===== src/rtl/mcu51_bus_pkg.sv =====
// Shared definitions for the 8051-style external program-fetch bus.
// Used by the fetch responder and by the CU side of the bus.
package mcu51_bus_pkg;

  localparam int ADDR_W_DEF = 16;
  localparam int DATA_W_DEF = 8;

  localparam logic [7:0] FILL_BYTE = 8'hFF;

  localparam int PX_OE  = 3;
  localparam int PX_EN  = 2;
  localparam int PX_SRC = 1;
  localparam int PX_RE  = 0;

  typedef enum logic [2:0] {
    ST_IDLE,
    ST_REQ,
    ST_LOOKUP,
    ST_READY,
    ST_DRIVE
  } bus_state_e;

endpackage


===== src/rtl/bus_edge_det.sv =====
// Registered rise/fall detector for a bus strobe.
// INIT is the idle level of the strobe held across reset.
module bus_edge_det #(
  parameter logic INIT = 1'b0
) (
  input  logic clk,
  input  logic reset,
  input  logic sig,
  output logic rise,
  output logic fall
);

  logic sig_q;

  always_ff @(posedge clk) begin
    if (reset) sig_q <= INIT;
    else       sig_q <= sig;
  end

  assign rise = ~sig_q & sig;
  assign fall = sig_q & ~sig;

endmodule


===== src/rtl/ext_prog_mem.sv =====
// External program-memory responder: latches ALE address, reads ROM,
// drives P0 during the PSEN-low window.
module ext_prog_mem
  import mcu51_bus_pkg::*;
#(
  parameter int              ADDR_W  = ADDR_W_DEF,
  parameter int              DATA_W  = DATA_W_DEF,
  parameter int              TIMEOUT = 15,
  parameter logic [DATA_W-1:0] FILL  = FILL_BYTE
) (
  input  logic              clk,
  input  logic              reset,
  input  logic              ALE,
  input  logic              PSEN,
  input  logic [7:0]        P0_in,
  input  logic [7:0]        P2_in,
  output logic [DATA_W-1:0] P0_out,
  output logic              P0_oe,
  output logic [ADDR_W-1:0] rom_addr,
  output logic              rom_rd,
  input  logic [DATA_W-1:0] rom_data,
  input  logic              rom_ready,
  output logic              fetch_err,
  output logic [15:0]       fetch_cnt
);

  localparam int TMO_W = $clog2(TIMEOUT + 1);
  localparam logic [TMO_W-1:0] TMO_LAST = TMO_W'(TIMEOUT - 1);

  bus_state_e        state, state_nxt;
  logic [ADDR_W-1:0] addr_hold;
  logic [DATA_W-1:0] data_buf, data_buf_nxt;
  logic [TMO_W-1:0]  tmo, tmo_nxt;
  logic              pend, pend_nxt;
  logic              err_set, cnt_inc;
  logic              ale_rise, ale_fall;
  logic              psen_rise, psen_fall;

  bus_edge_det #(.INIT(1'b0)) u_ale (
    .clk  (clk),
    .reset(reset),
    .sig  (ALE),
    .rise (ale_rise),
    .fall (ale_fall)
  );

  bus_edge_det #(.INIT(1'b1)) u_psen (
    .clk  (clk),
    .reset(reset),
    .sig  (PSEN),
    .rise (psen_rise),
    .fall (psen_fall)
  );

  always_comb begin
    state_nxt    = state;
    tmo_nxt      = tmo;
    pend_nxt     = pend;
    data_buf_nxt = data_buf;
    err_set      = 1'b0;
    cnt_inc      = 1'b0;
    rom_rd       = 1'b0;
    // PSEN arrived before the byte: flag it, serve once data lands
    if (state == ST_REQ || state == ST_LOOKUP) begin
      if (psen_fall) begin
        err_set  = 1'b1;
        pend_nxt = 1'b1;
      end else if (psen_rise) begin
        pend_nxt = 1'b0;
      end
    end
    unique case (state)
      ST_IDLE: begin
        if (psen_fall) err_set = 1'b1;
        if (ale_fall)  state_nxt = ST_REQ;
      end
      ST_REQ: begin
        rom_rd    = 1'b1;
        tmo_nxt   = '0;
        state_nxt = ST_LOOKUP;
      end
      ST_LOOKUP: begin
        if (rom_ready) begin
          data_buf_nxt = rom_data;
          state_nxt    = pend_nxt ? ST_DRIVE : ST_READY;
        end else if (tmo == TMO_LAST) begin
          data_buf_nxt = FILL;
          err_set      = 1'b1;
          state_nxt    = pend_nxt ? ST_DRIVE : ST_READY;
        end else begin
          tmo_nxt = tmo + 1'b1;
        end
      end
      ST_READY: begin
        if (psen_fall) state_nxt = ST_DRIVE;
      end
      ST_DRIVE: begin
        if (psen_rise) begin
          cnt_inc   = 1'b1;
          state_nxt = ale_fall ? ST_REQ : ST_IDLE;
        end
      end
      default: state_nxt = ST_IDLE;
    endcase
    // a new address phase never overlaps a driven P0
    if (ale_rise && state != ST_IDLE) begin
      state_nxt = ST_IDLE;
      cnt_inc   = 1'b0;
    end
    if (state_nxt != ST_REQ && state_nxt != ST_LOOKUP)
      pend_nxt = 1'b0;
  end

  always_ff @(posedge clk) begin
    if (reset) begin
      state     <= ST_IDLE;
      P0_out    <= '0;
      P0_oe     <= 1'b0;
      rom_addr  <= '0;
      fetch_err <= 1'b0;
      fetch_cnt <= '0;
      addr_hold <= '0;
      data_buf  <= '0;
      tmo       <= '0;
      pend      <= 1'b0;
    end else begin
      state    <= state_nxt;
      data_buf <= data_buf_nxt;
      tmo      <= tmo_nxt;
      pend     <= pend_nxt;
      P0_oe    <= (state_nxt == ST_DRIVE);
      if (ALE)
        addr_hold <= ADDR_W'({P2_in, P0_in});
      if (state_nxt == ST_REQ && state != ST_REQ)
        rom_addr <= addr_hold;
      if (state_nxt == ST_DRIVE)
        P0_out <= data_buf_nxt;
      if (err_set)
        fetch_err <= 1'b1;
      if (cnt_inc)
        fetch_cnt <= fetch_cnt + 16'd1;
    end
  end

endmodule


===== config.mk =====
export PLATFORM = sky130hd
export DESIGN_NAME = ext_prog_mem
export DESIGN_NICKNAME = d
export VERILOG_FILES = /design/src/rtl/mcu51_bus_pkg.sv /design/src/rtl/bus_edge_det.sv /design/src/rtl/ext_prog_mem.sv
export SDC_FILE = /design/constraint.sdc
export NUM_CORES = 1
export LEC_CHECK = 0
export CAP_MARGIN = 0
export CORE_UTILIZATION = 50
export DETAILED_ROUTE_END_ITERATION = 16
export DONT_BUFFER_PORTS = 1
export MAX_ROUTING_LAYER = met4
export PLACE_DENSITY = 0.67
export RECOVER_POWER = 25
export REMOVE_ABC_BUFFERS = 1
export SKIP_LAST_GASP = 1
export SYNTH_ARGS = -nofsm -noshare
export SYNTH_HDL_FRONTEND = slang
export SYNTH_HIERARCHICAL = 1
export SYNTH_SLANG_ARGS = --single-unit

===== constraint.sdc =====
create_clock -name clk -period 3.7 [get_ports clk]
set_input_delay 0.74 -clock clk [delete_from_list [all_inputs] [get_ports clk]]
set_output_delay 0.74 -clock clk [all_outputs]
set_load 0.02 [all_outputs]

==> results.txt <==
For hold timing, the worst endpoint is fetch_err. Setup violations remaining at the end of the flow were counted as 0. The tools report the standard cell core area as 6060 µm². Dividing the detail-routed wire length by the instance count gives 14.6 µm.

Synthesized area divided by synthesized cell count: 9.88 µm². The tool flagged a number of max-cap violations equal to 0. In this run the power spent charging and discharging nets is 366 µW. At the worst endpoint, the arrival time is 1.72 ns. The tools report the TritonCTS buffer count as 9. The hold path startpoint was reset. The tree is rooted in a sky130_fd_sc_hd__clkbuf_8. sky130_fd_sc_hd__dfxtp_1 takes more of the synthesized area than any other cell. Global-route wire length before repair: 9330 µm. The startpoint identified for the worst register-to-register timing path is state[2].

The run gives 72 as the I/O pin count. The worst setup path is of the register to output port kind. The die covers 6790 µm². The timing-limited maximum frequency was 406 MHz.

Once placement finished, the instance area stood at 3250 µm². In the final routing, the length of wire on met1 measures 2730 µm. The area of all placed cells without fillers came out at 3470 µm².

The worst setup path is captured at an output port. The number of antenna violations at the first check in global routing was 0. At the end of routability-driven placement, the weighted congestion stood at 0.744.

The tools report the count of nets after finishing as 355. In this run the register-to-register setup slack is 1.31 ns. The total global routing overflow was 0; the number of unique standard cell types used by synthesis was 50.

Dividing the detail-routed via count by the number of cells gives 5.38. In the post-synthesis netlist, the cell with the most instances is sky130_fd_sc_hd__dfxtp_1. The fraction of registers with async set/reset works out to 0%.

For the post-detailed-routing wire length, the log shows 5880 µm. Path type of the worst min-delay path: input pin to register. After clock tree synthesis, the setup repair step added 0 buffers. The number of gates on the worst path with buffers counted came out at 1. Clock-pin slew was measured on the worst setup and hold paths at 0.08 ns. In this run the core area contains 28 standard-cell rows. The share of the clock period used by the worst path after layout works out to 66.6%. After synthesis, the cell types taking the most area are sky130_fd_sc_hd__dfxtp_1 (47%), sky130_fd_sc_hd__mux2i_1 (10%), sky130_fd_sc_hd__nor2_1 (8.0%). The via count of the first global-routing pass is 2016. The signal on the critical path passes through nor3b_1. The capture point of the worst reg-to-reg path was fetch_cnt[11].

Worst-case clock skew: 0.00611 ns. The run gives 0 ns as the final total negative setup slack. Setup repair after global routing left no endpoint under its margin. For the sink count of the clock tree, the log shows 76. In this design, the stage delay of the slowest critical-path cell is 0.78 ns. The sum of met3 wire segment lengths after detailed routing is 375 µm, and the horizontal extent of the die is 82.4 µm. The combinational share of power came out at 4.6%. The flip-flop and latch count after synthesis was 76; the cell count after synthesis was 327.

The post-CTS resize count is 0, and the internal power summed over all cells is 1330 µW. STA puts the critical path data required time at 2.96 ns. The first routing iteration left 72 violations. For this run, the leading register cell type out of synthesis is sky130_fd_sc_hd__dfxtp_1. The final-report max-slew violation count was 0.

The netlist area before placement came out at 3230 µm². The count of final hold-check violations is 0. The post-route netlist has 12.2% of its cells at a drive strength greater than 1. Summing over every cut layer, the via total after detailed routing is 2169. The synthesis warning total was 6. The total power density per cell area came out at 487 nW/µm². TritonCTS built the clock tree. For the final HPWL from detailed placement, the log shows 3820 µm.

The post-route minimum period is 2.46 ns, and the transition time at the pin with the least slew margin is 0.937 ns. The initial utilization of the core area, before any placement, comes to 53.3%. The growth of design area from synthesis to finish works out to 7.51%.

The run gives 57.3% as the core occupancy in the finished layout. The worst hold path cell count is 1, and the maximum fanout encountered on the critical timing path is 12. The clock tree synthesis step divided the H-tree into 3 levels. The share of the Yosys chip area taken by registers is 47.1%. The flow ran to the end, and the final reports show no timing, DRC or antenna violations. The portion of synthesized cell area occupied by the leading cell type was 47.1%. The worst register-to-register path has a depth of 4. The logs give 75 for the largest net degree at the start of global routing and 4 for the detailed-router iteration count before antenna repair.

The total track usage was 19.0%; the vertical die dimension was 82.4 µm. After synthesis, the most frequently instantiated cells are sky130_fd_sc_hd__dfxtp_1 (76), sky130_fd_sc_hd__nor2_1 (69), sky130_fd_sc_hd__mux2i_1 (33). Quantity of I/O buffers inserted on ports: 0.

Net switching is 21.6% of the power. Per report_power, the clock group accounts for 44.6% of the total. In this run, synthesis inferred 0 flip-flops with an integrated enable. The sum of buffers and inverters on the critical path works out to 0.

The longest clock path from root to sink contains 2 buffers. The number of antenna diodes in the final layout is 0. STA classifies the critical path startpoint as a register.

For the post-route DRC violation count, the log shows 0. The quantity of hold-fixing buffers added after cts came out at 0. Headroom to the max-slew limit came out at 37.4%. The run gives 0.35 ns as the clock latency on the worst-skew pair. The tools report the length of routed met2 wiring as 2650 µm. The worst voltage drop across the vdd grid was 0.320 mV.

Top routing layer in use: met4. The leakage power was 0.00135 µW; the remaining number of nets flagged by the antenna check after routing was 0. Registers are responsible for 50.7% of the overall power. On the critical path, the stage with the largest delay is an instance of sky130_fd_sc_hd__nor3b_1.

Gate family responsible for the most delay along the worst path: simple AND/OR/NAND/NOR gates.
per-stage QoR:
step	power, µW	hold WS [ns]	setup WS [ns]	std cells
3_5_place_dp	959	0.480	1.28	387
3_3_place_gp	956	0.469	1.32	387
2_1_floorplan	944	0.460	1.56	312
6_report	1690	0.472	1.24	403
4_1_cts	1720	0.446	1.17	403
5_1_grt	1760	0.437	1.06	403
registers in the layout (all words and copies together), names as in the netlist:
register,cells
fetch_cnt,16
fetch_err,1
u_ale/sig_q,1
pend,1
P0_out,8
tmo,4
u_psen/sig_q,1
P0_oe,1
addr_hold,16
rom_addr,16
state,3
data_buf,8
cell type report:
| cell class | instances | area (µm²) |
|---|---|---|
| Inverter | 5 | 18.8 |
| Sequential cell | 76 | 1520 |
| Fill cell | 559 | 2590 |
| Tap cell | 75 | 93.8 |
| Multi-Input combinational cell | 231 | 1600 |
| Clock inverter | 6 | 113 |
| Clock buffer | 10 | 128 |
power by group through the flow:
stage	clock, µW	sequential (µW)	combinational (µW)
2_1_floorplan	0	875	69.5
6_report	755	859	78.6
5_1_grt	808	862	88.7
3_5_place_dp	0	879	79.9
3_3_place_gp	0	878	78.0
4_1_cts	778	860	80.1
per-layer routing:
metal	vias to the layer above	GRT usage, %
li1	1108	-
met1	1002	22.8
met2	50	28.8
met3	9	6.26
met4	0	8.95
met5	-	-
how the worst max path moves through the flow:
stage / startpoint / slack (ns) / end
after floorplan: PSEN / 1.56 / rom_addr[0]
after global placement: PSEN / 1.32 / rom_addr[8]
after detailed placement: PSEN / 1.28 / rom_addr[10]
after CTS: state[0] / 1.17 / rom_rd
after global routing: state[0] / 1.06 / rom_rd
final: state[0] / 1.24 / rom_rd
cell usage in the layout (no fill, tap or decap), drive strengths merged, types with 2 or more instances in the layout:
master  instances
or3             5
clkinv          3
clkbuf         10
mux2i          33
nor3b           4
nand3          10
ha              3
o21ai           6
inv             5
bufinv          3
nand4           5
a21oi          10
dfxtp          76
nand2           8
nor2           70
mux2            8
nor2b          15
nor4            3
xor2            7
and4bb          2
and4            2
or2             3
nor3           15
xnor2           9
cell families (layout without fill, tap and decap cells):
family	after synthesis	count (layout)	synth area share, %
simple gates	148	148	24.4
flops	76	76	47.1
mux	41	41	13.9
compound gates	22	22	5.50
buf+inv	20	21	3.06
xor+xnor	16	16	4.57
fa+ha+maj	4	4	1.47
No activity file was read; power rests on OpenSTA's default activity.
